**config.mk**
```make
export PLATFORM = sky130hd
export DESIGN_NAME = data_table_rd_arbiter
export DESIGN_NICKNAME = d
export VERILOG_FILES = /design/src/rtl/hash_table_pkg.sv /design/src/rtl/rr_arbiter.sv /design/src/rtl/data_table_rd_arbiter.sv
export SDC_FILE = /design/constraint.sdc
export NUM_CORES = 1
export LEC_CHECK = 0
export BUFFER_PORTS_ARGS = -buffer_cell sky130_fd_sc_hd__clkbuf_2
export CORE_MARGIN = 3
export CORE_UTILIZATION = 45
export CTS_CLUSTER_SIZE = 20
export DETAILED_ROUTE_END_ITERATION = 16
export PLACE_DENSITY = 0.75
export SLEW_MARGIN = 5
export SYNTH_ARGS = -nofsm -noshare
export SYNTH_HDL_FRONTEND = slang
export SYNTH_HIERARCHICAL = 1
export SYNTH_SLANG_ARGS = --single-unit
```
**constraint.sdc**
```tcl
create_clock -name clk_i -period 5.1 [get_ports clk_i]
set_input_delay 0.255 -clock clk_i [delete_from_list [all_inputs] [get_ports clk_i]]
set_output_delay 0.255 -clock clk_i [all_outputs]
set_load 0.05 [all_outputs]
```
**src/rtl/hash_table_pkg.sv**
```systemverilog
// Shared hash-table types and constants: table geometry, the data-RAM entry
// layout and the read-client numbering used by the data-table engines.
package hash_table;

  localparam int TABLE_ADDR_WIDTH = 8;
  localparam int KEY_WIDTH        = 16;
  localparam int VALUE_WIDTH      = 16;

  localparam int RD_CLIENTS       = 3;
  localparam int RD_CLIENT_SEARCH = 0;
  localparam int RD_CLIENT_INSERT = 1;
  localparam int RD_CLIENT_DELETE = 2;

  typedef struct packed {
    logic                        valid;
    logic [KEY_WIDTH-1:0]        key;
    logic [VALUE_WIDTH-1:0]      value;
    logic [TABLE_ADDR_WIDTH-1:0] next_ptr;
  } ram_data_t;

endpackage

```
**src/rtl/rr_arbiter.sv**
```systemverilog
// Combinational round-robin picker: the search starts at ptr and wraps, and
// yields a one-hot grant plus its index. The pointer register lives in the parent.
module rr_arbiter #(
  parameter int CLIENTS = 3,
  localparam int PW = $clog2(CLIENTS)
) (
  input  logic [CLIENTS-1:0] req,
  input  logic [PW-1:0]      ptr,
  output logic [CLIENTS-1:0] grant,
  output logic [PW-1:0]      grant_idx,
  output logic               grant_vld
);

  int idx;

  // NOTE: every output gets a default before the search loop so no latch is inferred.
  always_comb begin
    grant     = '0;
    grant_idx = '0;
    grant_vld = 1'b0;
    idx       = 0;
    for (int k = 0; k < CLIENTS; k++) begin
      idx = (int'(ptr) + k) % CLIENTS;
      if (!grant_vld && req[idx]) begin
        grant_vld  = 1'b1;
        grant[idx] = 1'b1;
        grant_idx  = PW'(idx);
      end
    end
  end

endmodule

```
**src/rtl/data_table_rd_arbiter.sv**
```systemverilog
// Read-port responder for the data RAM: round-robin grants across the engines,
// one outstanding read per client, returned data tagged with a one-hot strobe.
module data_table_rd_arbiter
  import hash_table::*;
#(
  parameter int CLIENTS     = RD_CLIENTS,
  parameter int A_WIDTH     = TABLE_ADDR_WIDTH,
  parameter int RAM_LATENCY = 2
) (
  input  logic                            clk_i,
  input  logic                            rst_i,
  input  logic [CLIENTS-1:0]              rd_en_i,
  input  logic [CLIENTS-1:0][A_WIDTH-1:0] rd_addr_i,
  output logic [CLIENTS-1:0]              rd_avail_o,
  output ram_data_t                       rd_data_o,
  output logic [CLIENTS-1:0]              rd_data_val_o,
  input  logic                            ram_busy_i,
  output logic                            ram_rd_en_o,
  output logic [A_WIDTH-1:0]              ram_rd_addr_o,
  input  ram_data_t                       ram_rd_data_i
);

  localparam int PW = $clog2(CLIENTS);

  logic [CLIENTS-1:0]     inflight;
  logic [CLIENTS-1:0]     req;
  logic [CLIENTS-1:0]     grant;
  logic [PW-1:0]          grant_idx;
  logic                   grant_vld;
  logic [PW-1:0]          rr_ptr;
  logic [PW-1:0]          req_id;
  logic [RAM_LATENCY-1:0] pipe_vld;
  logic [PW-1:0]          pipe_id [RAM_LATENCY];

  // Availability comes from registers and ram_busy_i only, never from rd_en_i.
  assign rd_avail_o = ~inflight & {CLIENTS{~ram_busy_i}};
  assign req        = rd_en_i & rd_avail_o;

  rr_arbiter #(.CLIENTS(CLIENTS)) u_rr_arbiter (
    .req       (req),
    .ptr       (rr_ptr),
    .grant     (grant),
    .grant_idx (grant_idx),
    .grant_vld (grant_vld)
  );

  // NOTE: state registers use non-blocking assignments so all of them sample pre-edge values.
  always_ff @(posedge clk_i or posedge rst_i) begin
    if (rst_i) begin
      rr_ptr   <= '0;
      inflight <= '0;
    end else begin
      if (grant_vld)
        rr_ptr <= (grant_idx == PW'(CLIENTS - 1)) ? '0 : grant_idx + 1'b1;
      inflight <= (inflight | grant) & ~rd_data_val_o;
    end
  end

  always_ff @(posedge clk_i or posedge rst_i) begin
    if (rst_i) begin
      ram_rd_en_o   <= 1'b0;
      ram_rd_addr_o <= '0;
      req_id        <= '0;
    end else begin
      ram_rd_en_o <= grant_vld;
      if (grant_vld) begin
        ram_rd_addr_o <= rd_addr_i[grant_idx];
        req_id        <= grant_idx;
      end
    end
  end

  // NOTE: the id array is reset along with the valid bits; only valid bits gate
  // behaviour, but a flushed pipe then carries no stale ids into the next run.
  always_ff @(posedge clk_i or posedge rst_i) begin
    if (rst_i) begin
      pipe_vld <= '0;
      for (int i = 0; i < RAM_LATENCY; i++) pipe_id[i] <= '0;
    end else begin
      pipe_vld[0] <= ram_rd_en_o;
      pipe_id[0]  <= req_id;
      for (int i = 1; i < RAM_LATENCY; i++) begin
        pipe_vld[i] <= pipe_vld[i-1];
        pipe_id[i]  <= pipe_id[i-1];
      end
    end
  end

  always_ff @(posedge clk_i or posedge rst_i) begin
    if (rst_i) begin
      rd_data_o     <= '0;
      rd_data_val_o <= '0;
    end else begin
      rd_data_val_o <= '0;
      if (pipe_vld[RAM_LATENCY-1]) begin
        rd_data_o     <= ram_rd_data_i;
        rd_data_val_o <= {{(CLIENTS-1){1'b0}}, 1'b1} << pipe_id[RAM_LATENCY-1];
      end
    end
  end

  a_val_onehot0 : assert property (@(posedge clk_i) disable iff (rst_i)
    $onehot0(rd_data_val_o));

  a_no_grant_inflight : assert property (@(posedge clk_i) disable iff (rst_i)
    (grant & inflight) == '0);

endmodule

```
==> metrics.csv, run 1 <==
metric;value;unit
grt_usage;15.32;%
netlist_instances;227;
layout_commonest_cell;clkbuf_2;
synth_top_family_by_area;multiplexers;
final_area;4019;um2
syn-mean-instance-area;13.83;um2
dr.pass1.iters;4;
clk-insertion-delay-late;330;ps
setup_viol;0;
h-tree-depth;3;
cts_hold_buf;1;
cp_max_fo;12;
dieArea;8015;um2
grt_max_degree;47;
min_path_type;in2reg;
ys_top_cells_by_area;dfrtp_1 (53%), mux2_4 (18%), mux2i_1 (2.9%);
cts_setup_buffers;0;
die_width;89.53;um
critPathRequiredTime;5270;ps
synthArstFlopShare;100.0;%
hold_violations;0;
reg2reg_slack;2310;ps
synth_fp_nets;302;
clk_pin_slew_worst_paths;80;ps
final_cell_mix;clkbuf_2 (126), dfrtp_1 (65), mux2_4 (37);
synth_edf_count;0;
ys_warn_count;6;
synthXorXnorAreaFrac;0;%
crit_end;ram_rd_addr_o[4];
cts_tree;yes;
die_h;89.53;um
synth.cell_area;3139;um2
start_util;47.80;%
max_slew_margin;42.85;%
grt_pass1_vias;2108;
yosysTopAreaCellShare;52.61;%
worstMarginPinSlew;856.7;ps
grt_remaining_overflow;0;
grt_pass1_wl;9.508;mm
crit_chain;inv_1, ha_1, nand2b_1, o32a_1, a21oi_1, nand2b_1, o221ai_1;
period_minus_slack;2792;ps
timing.fmax;358.2;MHz
cts_resized;0;
slew_viol_final;0;
pin_count;127;
yosysSeqAreaShare;52.61;%
arrival;2960;ps
cts_buffers;9;
ys_ff_latch;66;
synthAdderAreaFrac;1.594;%
drc;0;
yosys.area_share.simple;8.210;%
placed_area;3769;um2
synth_mux_area_share;24.51;%
routedWlPerCell;14.01;um
r2r-end;ram_rd_addr_o[4];
gp_congestion;0.8212;
setup_tns;0;ps
max_stage_delay;660;ps
synth_flop_cell;dfrtp_1;
antenna_found_initial;0;
worstRegToRegCells;7;
status;completed;
r2r-start;rr_ptr[1];
syn_to_final_growth;28.02;%
period_share;54.74;%
slowest_stage;a21oi_1;
via_per_inst;4.881;
drt_iter0_drc;62;
portBuffers;126;
worstSetupEndpointType;flop;
cap_viol_max_count;0;
core_area;6568;um2
synth-compound-area-share;6.656;%
synthDistinctLibCells;42;
std_cell_rows;29;
path_class;reg2reg;
cts-root-buf;clkbuf_8;
final_nets;429;
antenna_cells;0;
wl;6.331;mm
ant_nets;0;
rsz0062_at_grt;false;
drive_gt1_share;54.32;%
cts_buffer_depth;2;
vias;2206;
start_kind;flop;
clock_skew;11.77;ps
synth_area_leader_cell;dfrtp_1;
cp_common_cell;nand2b_1;
dp_hpwl;4.743;mm
startpoint;rr_ptr[1];
cts.sinks;66;
## layout make-up
cell class | instances | area (um2)
Fill cell | 541 | 2549
Clock buffer | 10 | 127.6
Inverter | 15 | 56.30
Sequential cell | 66 | 1653
Timing Repair Buffer | 130 | 663.1
Tap cell | 93 | 116.4
Clock inverter | 6 | 112.6
Multi-Input combinational cell | 132 | 1290
## worst max-delay path: cells and delay by family, from the launching register on
kind                       cells  cell delay [ps]
and+or+nand+nor                2              650
AOI/OAI and AO/OA              3             1180
buffers and inverters          1               80
adders and majority gates      1              310
DFF                            1              400
## worst min path at each step
stage | slack (ps) | startpoint | cells past startpoint | endpoint
after floorplan | 330 | pipe_id[2] | 0 | pipe_id[0]
after global placement | 260 | rst_i | 2 | rd_data_o[14]
after detailed placement | 270 | rst_i | 2 | rd_data_o[9]
after CTS | 140 | ram_rd_data_i[19] | 2 | rd_data_o[19]
after global routing | 130 | ram_rd_data_i[10] | 2 | rd_data_o[10]
final | 150 | ram_rd_data_i[6] | 2 | rd_data_o[6]
## sequential cells by signal, summed over array words and instances (netlist names)
signal / cells
rd_data_o: 41
ram_rd_addr_o: 8
pipe_id: 4
inflight: 3
rd_data_val_o: 3
pipe_vld: 2
req_id: 2
rr_ptr: 2
ram_rd_en_o: 1
## routing by layer
metal / wire length [um] / share of wire, % / track usage (%) / vias to the layer above
li1: - / - / - / 1060
met1: 2722 / 43 / 19.13 / 1066
met2: 3199 / 51 / 24.92 / 70
met3: 298 / 4.7 / 4.332 / 10
met4: 111 / 1.8 / 6.495 / 0
met5: 0 / 0 / 0 / -
## synth_stat cells, types with 2 or more instances
| master | number |
|---|---|
| mux2i_1 | 9 |
| inv_1 | 15 |
| nand2b_1 | 4 |
| nand4b_1 | 8 |
| a21oi_1 | 7 |
| buf_12 | 3 |
| o221ai_1 | 8 |
| ha_1 | 4 |
| mux2_4 | 37 |
| and2_1 | 3 |
| clkbuf_1 | 2 |
| nand2_1 | 4 |
| dfrtp_1 | 66 |
| mux2i_4 | 2 |
| nand3_1 | 2 |
| buf_2 | 3 |
| nor2_1 | 16 |
| buf_6 | 4 |
| mux2_2 | 7 |
## kinds of logic (layout without fill, tap and decap cells)
kind of cell,after synthesis,after routing
flip-flops,66,66
AND/OR/NAND/NOR,45,45
multiplexers,55,55
adder cells (fa/ha/maj),4,4
AO/OA/AOI/OAI,28,28
buffers and inverters,29,161
## per-stage QoR
stage                     utilization [%]  hold WS, ps  cells  setup WS (ps)
after CTS                           61.19        135.0    452           2316
after detailed placement            57.38        273.7    435           2327
final                               61.19        151.0    452           2308
after floorplan                         -        331.2    227           2449
after global placement              57.38        264.4    435           2411
after global routing                61.19        125.3    452           2097
Power of run 1 is not shown: default switching activity piles up to over one toggle a cycle in this logic, so the estimate is an artifact.
==> inputs of run 2 (changes only) <==
--- a/config.mk
+++ b/config.mk
@@ -5,12 +5,13 @@
 export SDC_FILE = /design/constraint.sdc
 export NUM_CORES = 1
 export LEC_CHECK = 0
+export ABC_AREA = 1
 export BUFFER_PORTS_ARGS = -buffer_cell sky130_fd_sc_hd__clkbuf_2
 export CORE_MARGIN = 3
-export CORE_UTILIZATION = 45
+export CORE_UTILIZATION = 43
 export CTS_CLUSTER_SIZE = 20
 export DETAILED_ROUTE_END_ITERATION = 16
-export PLACE_DENSITY = 0.75
+export PLACE_DENSITY = 0.77
 export SLEW_MARGIN = 5
 export SYNTH_ARGS = -nofsm -noshare
 export SYNTH_HDL_FRONTEND = slang
==> constraint.sdc (replaced) <==
create_clock -name clk_i -period 2.5 [get_ports clk_i]
set_input_delay 0.125 -clock clk_i [delete_from_list [all_inputs] [get_ports clk_i]]
set_output_delay 0.125 -clock clk_i [all_outputs]
set_load 0.05 [all_outputs]
==> run 2 against run 1 <==
Against the previous run: critical path depth increased by 8; non-clock buffer count increased by 37; register-to-register slack worse by 2000 ps; global-route usage increased by 4.6 points; sequential share of layout area is 2.0 points lower; maximum frequency is 25% higher.
==> metrics.csv, run 2 <==
metric;value;unit
max_stage_delay;420;ps
slowest_stage;ha_1;
syn_to_final_growth;45.24;%
setup_viol;0;
ys_warn_count;6;
leakagePower;2.391;nW
synth_edf_count;0;
slew_viol_final;0;
clkPwrFrac;14.5;%
pin_count;127;
worstSetupEndpointType;flop;
placed_area;3611;um2
start_kind;flop;
ant_nets;0;
cp_common_cell;nand2_1;
die_h;88.18;um
layout_commonest_cell;nand2_1;
antenna_found_initial;0;
synth_common_cells;nand2_1 (175), dfrtp_1 (66), nor2_1 (35);
regMostFlops;rd_data_o;
rsz0062_at_grt;false;
antenna_cells;0;
period_share;89.00;%
dieArea;7776;um2
path_class;reg2reg;
synth.cell_area;2904;um2
combPwrFrac;57.8;%
synth_top_family_by_area;simple AND/OR/NAND/NOR gates;
cts_tree;yes;
yosysTopAreaCellShare;56.87;%
std_cell_rows;29;
ys_ff_latch;66;
cp_max_fo;11;
period_minus_slack;2225;ps
portBuffers;126;
total_power;6.903;mW
hold_violations;0;
cts_buffer_depth;2;
drt_iter0_drc;110;
max_slew_margin;52.08;%
final_area;4218;um2
grt_max_degree;45;
cts.sinks;66;
largestRegisters;rd_data_o x41, ram_rd_addr_o x8, pipe_id x4;
dp_hpwl;5.024;mm
cts-root-buf;clkbuf_8;
synth_most_common_cell;nand2_1;
final_cell_mix;nand2_1 (173), clkbuf_2 (126), dfrtp_1 (66);
yosys.area_share.simple;34.47;%
wl;7.647;mm
yosysSeqAreaShare;56.87;%
start_util;44.96;%
intPower;3.158;mW
critPathRequiredTime;2730;ps
clk-insertion-delay-late;330;ps
setup_tns;0;ps
synth_fp_nets;433;
via_per_inst;4.744;
worstMarginPinSlew;717.7;ps
power_density;1637;nW/um2
grt_usage;19.93;%
ir_drop;0.9677;mV
cap_viol_max_count;0;
switching_share;54.25;%
drive_gt1_share;31.06;%
grt_pass1_vias;2664;
clk_pin_slew_worst_paths;70;ps
synthXorXnorAreaFrac;0;%
netlist_instances;358;
utilization;65.30;%
synthArstFlopShare;100.0;%
synth-compound-area-share;2.068;%
p_switching;3.745;mW
synth_flop_cell;dfrtp_1;
routedWlPerCell;12.64;um
cts_buffers;9;
min_path_type;in2reg;
die_width;88.18;um
cts_setup_buffers;0;
status;completed;
dr.pass1.iters;4;
final_nets;598;
synth_mux_area_share;0;%
gp_congestion;0.8878;
grt_pass1_wl;12.06;mm
clock_skew;8.322;ps
core_area;6459;um2
syn-mean-instance-area;8.112;um2
h-tree-depth;3;
vias;2870;
crit_chain;inv_1, ha_1, inv_2, nand2_1, nand3_1, nand2_1, nand2_1, inv_2, nand3_1, nand2_2, inv_2, nand3_1, nand2_1, nor2_1, nor2_1;
timing.fmax;449.4;MHz
grt_remaining_overflow;0;
sequentialPowerShare;27.7;%
ys_top_cells_by_area;dfrtp_1 (57%), nand2_1 (23%), nand3_1 (4.7%);
synthDistinctLibCells;23;
largest_reg_flops;41;
synth_area_leader_cell;dfrtp_1;
arrival;2450;ps
drc;0;
synthAdderAreaFrac;1.723;%
## run 2: changes by cell type after synthesis, moves of 5 or more
cell / delta
nand2_1: +171
nand4b_1: -8
nand3_1: +25
buf_2: +5
o221ai_1: -8
nor2_1: +19
mux2_2: -7
mux2i_1: -9
inv_2: +9
mux2_4: -37
a21oi_1: -7
## run 2: per-stage QoR
| step | hold WS [ps] | std cells | setup WS, ps |
|---|---|---|---|
| after detailed placement | 268.5 | 552 | 98.68 |
| after global placement | 261.9 | 552 | 250.3 |
| after floorplan | 237.6 | 358 | 531.1 |
| after global routing | 20.68 | 605 | 3.594 |
| after CTS | 1.598 | 605 | 82.30 |
| final | 13.13 | 605 | 275.0 |
## run 2: repair_timing
item | in CTS | in global routing
gates resized for setup | 0 | 3
endpoints found under the setup margin | 0 | 12
hold endpoints to repair | 68 | 0
hold buffers | 37 | 0
## run 2: area by class of cell
class / count / area [um2]
fill: 549 / 2241
sequential: 66 / 1652
multi-input combinational: 258 / 1121
timing repair buffer: 167 / 1044
clock buffer: 10 / 137.6
tap: 77 / 96.34
clock inverter: 6 / 88.84
inverter: 21 / 78.83
## run 2: path summary, 6_finish.rpt
path | to | slack (ps) | depth (start not counted) | from
worst min-delay path | rd_data_o[38] | 10 | 3 | ram_rd_data_i[38]
worst max-delay path | ram_rd_addr_o[2] | 280 | 15 | rr_ptr[0]
worst min register to register | pipe_id[0] | 350 | 0 | pipe_id[2]
max in group asynchronous | rd_data_o[38] | 1410 | 4 | rst_i
worst max register to register | ram_rd_addr_o[2] | 280 | 15 | rr_ptr[0]
min in group asynchronous | rd_data_o[13] | 460 | 3 | rst_i
## run 2: metal layers
layer	up-vias	routed length [um]	GRT usage [%]
met5	-	0	0
met1	1329	3166	25.03
met3	13	404	3.763
li1	1428	-	-
met4	0	139	8.379
met2	100	3937	33.65
## run 2: cell families after synthesis
group	count (synthesis)
flip-flops	66
adder cells (fa/ha/maj)	4
buffers and inverters	34
AO/OA/AOI/OAI	7
AND/OR/NAND/NOR	247
## run 2: power groups by stage
stage               Clock, mW  Sequential (mW)  Combinational (mW)
floorplan                   0             3.38                1.59
global placement            0             1.91                3.84
detailed placement          0             1.92                3.93
CTS                      1.03             1.91                3.98
global route             1.06             1.98                4.34
finish                  0.998             1.92                3.99
## run 2: worst max-delay path, delay by kind of cell, from the launching register on
kind	cells	cell delay [ps]
AND/OR/NAND/NOR	10	900
adder cells (fa/ha/maj)	1	420
buffers and inverters	4	400
flip-flops	1	400
(Power assumes the default switching activity.)
==> inputs of run 3 (changes only) <==
--- a/config.mk
+++ b/config.mk
@@ -12,6 +12,7 @@
 export CTS_CLUSTER_SIZE = 20
 export DETAILED_ROUTE_END_ITERATION = 16
 export PLACE_DENSITY = 0.77
+export RECOVER_POWER = 25
 export SLEW_MARGIN = 5
 export SYNTH_ARGS = -nofsm -noshare
 export SYNTH_HDL_FRONTEND = slang
==> run 3 against run 2 <==
Against the previous run: wire length hardly changed; die area stayed put; register-to-register slack is essentially flat; design area is 0.24% lower; flip-flop and latch count is the same; utilization fell by 0.15 points; non-clock buffer count unchanged; largest cell class unchanged; clock skew is essentially flat; first-iteration DRC count rose by 2.7%.
==> metrics.csv, run 3 (synthesis results as in run 2) <==
metric;value;unit
dieArea;7776;um2
cts.sinks;66;
status;completed;
grt_pass1_vias;2664;
final_cell_mix;nand2_1 (173), clkbuf_2 (118), dfrtp_1 (66);
clk-insertion-delay-late;330;ps
pin_count;127;
start_kind;flop;
grt_max_degree;45;
vias;2871;
cts-root-buf;clkbuf_8;
worstMarginPinSlew;1270;ps
grt_pass1_wl;12.06;mm
drt_iter0_drc;113;
setup_viol;0;
period_minus_slack;2224;ps
fin_cells;605;
dpl.cell_count;552;
cts_buffer_depth;2;
std_cell_rows;29;
layout_commonest_cell;nand2_1;
largest_reg_flops;41;
core_area;6459;um2
cts_setup_buffers;0;
syn_to_final_growth;44.89;%
die_width;88.18;um
grt_remaining_overflow;0;
hold_violations;0;
setup_tns;0;ps
slew_viol_final;0;
routedWlPerCell;12.64;um
h-tree-depth;3;
critPathRequiredTime;2730;ps
via_per_inst;4.745;
rsz0062_at_grt;false;
fillers;551;
largestRegisters;rd_data_o x41, ram_rd_addr_o x8, pipe_id x4;
cts_tree;yes;
period_share;88.98;%
die_h;88.18;um
start_util;44.96;%
cts_buffers;9;
timing.fmax;449.5;MHz
wl;7.649;mm
drive_gt1_share;29.36;%
arrival;2450;ps
drc;0;
ant_nets;0;
antenna_found_initial;0;
min_path_type;in2reg;
max_slew_margin;15.24;%
clk_pin_slew_worst_paths;70;ps
grt_usage;19.93;%
dr.pass1.iters;4;
portBuffers;126;
final_nets;598;
regMostFlops;rd_data_o;
worstSetupEndpointType;flop;
path_class;reg2reg;
dp_hpwl;5.024;mm
clock_skew;8.530;ps
cp_max_fo;11;
antenna_cells;0;
gp_congestion;0.8878;
cap_viol_max_count;0;
-- run 3: worst max-delay path, stage by stage (launching register included) --
cell and delay, ps:
dfrtp_1 400, inv_1 80, ha_1 420, inv_2 110, nand2_1 80, nand3_1 70, nand2_1 70, nand2_1 70
inv_2 70, nand3_1 100, nand2_2 240, inv_2 140, nand3_1 90, nand2_1 50, nor2_1 90, nor2_1 40
-- run 3: path summary, 6_finish.rpt --
check                                  start          endpoint  slack [ps]  cells past startpoint
max in group asynchronous              rst_i     rd_data_o[38]        1000                      4
min in group asynchronous              rst_i     rd_data_o[13]         690                      3
setup reg to reg                   rr_ptr[0]  ram_rd_addr_o[2]         280                     15
setup / recovery                   rr_ptr[0]  ram_rd_addr_o[2]         280                     15
hold reg to reg                   pipe_id[2]        pipe_id[0]         350                      0
hold / removal             ram_rd_data_i[38]     rd_data_o[38]          10                      3
-- run 3: layout make-up --
class,instances,area [um2],share of cell area (%)
Timing Repair Buffer,167,1033,24.56
Inverter,21,78.83,1.873
Clock buffer,10,137.6,3.271
Clock inverter,6,88.84,2.111
Multi-Input combinational cell,258,1121,26.64
Tap cell,77,96.34,2.290
Sequential cell,66,1652,39.25
-- run 3: what timing repair did --
| action | CTS | global route |
|---|---|---|
| endpoints found under the hold margin | 68 | 0 |
| endpoints found under the setup margin | 0 | 12 |
| hold buffers | 37 | 0 |
| resized for setup | 0 | 3 |
-- run 3: per-layer routing --
| layer | GRT usage (%) | up-vias | share of wire, % |
|---|---|---|---|
| met2 | 33.65 | 106 | 51 |
| met4 | 8.379 | 0 | 1.8 |
| met5 | 0 | - | 0 |
| met1 | 25.03 | 1323 | 41 |
| li1 | - | 1429 | - |
| met3 | 3.763 | 13 | 5.7 |
-- run 3: per-stage QoR --
stage                     setup WS, ps  util (%)  hold slack (ps)  cell area [um2]
final                            275.5     65.15            13.07             4208
after global routing             3.594     65.15            20.68             4208
after CTS                        82.30     65.15            1.598             4208
after detailed placement         98.68     55.91            268.5             3611
after global placement           250.3     55.91            261.9             3611
after floorplan                  531.1         -            237.6             2904
Power of run 3 is left out for the same reason.
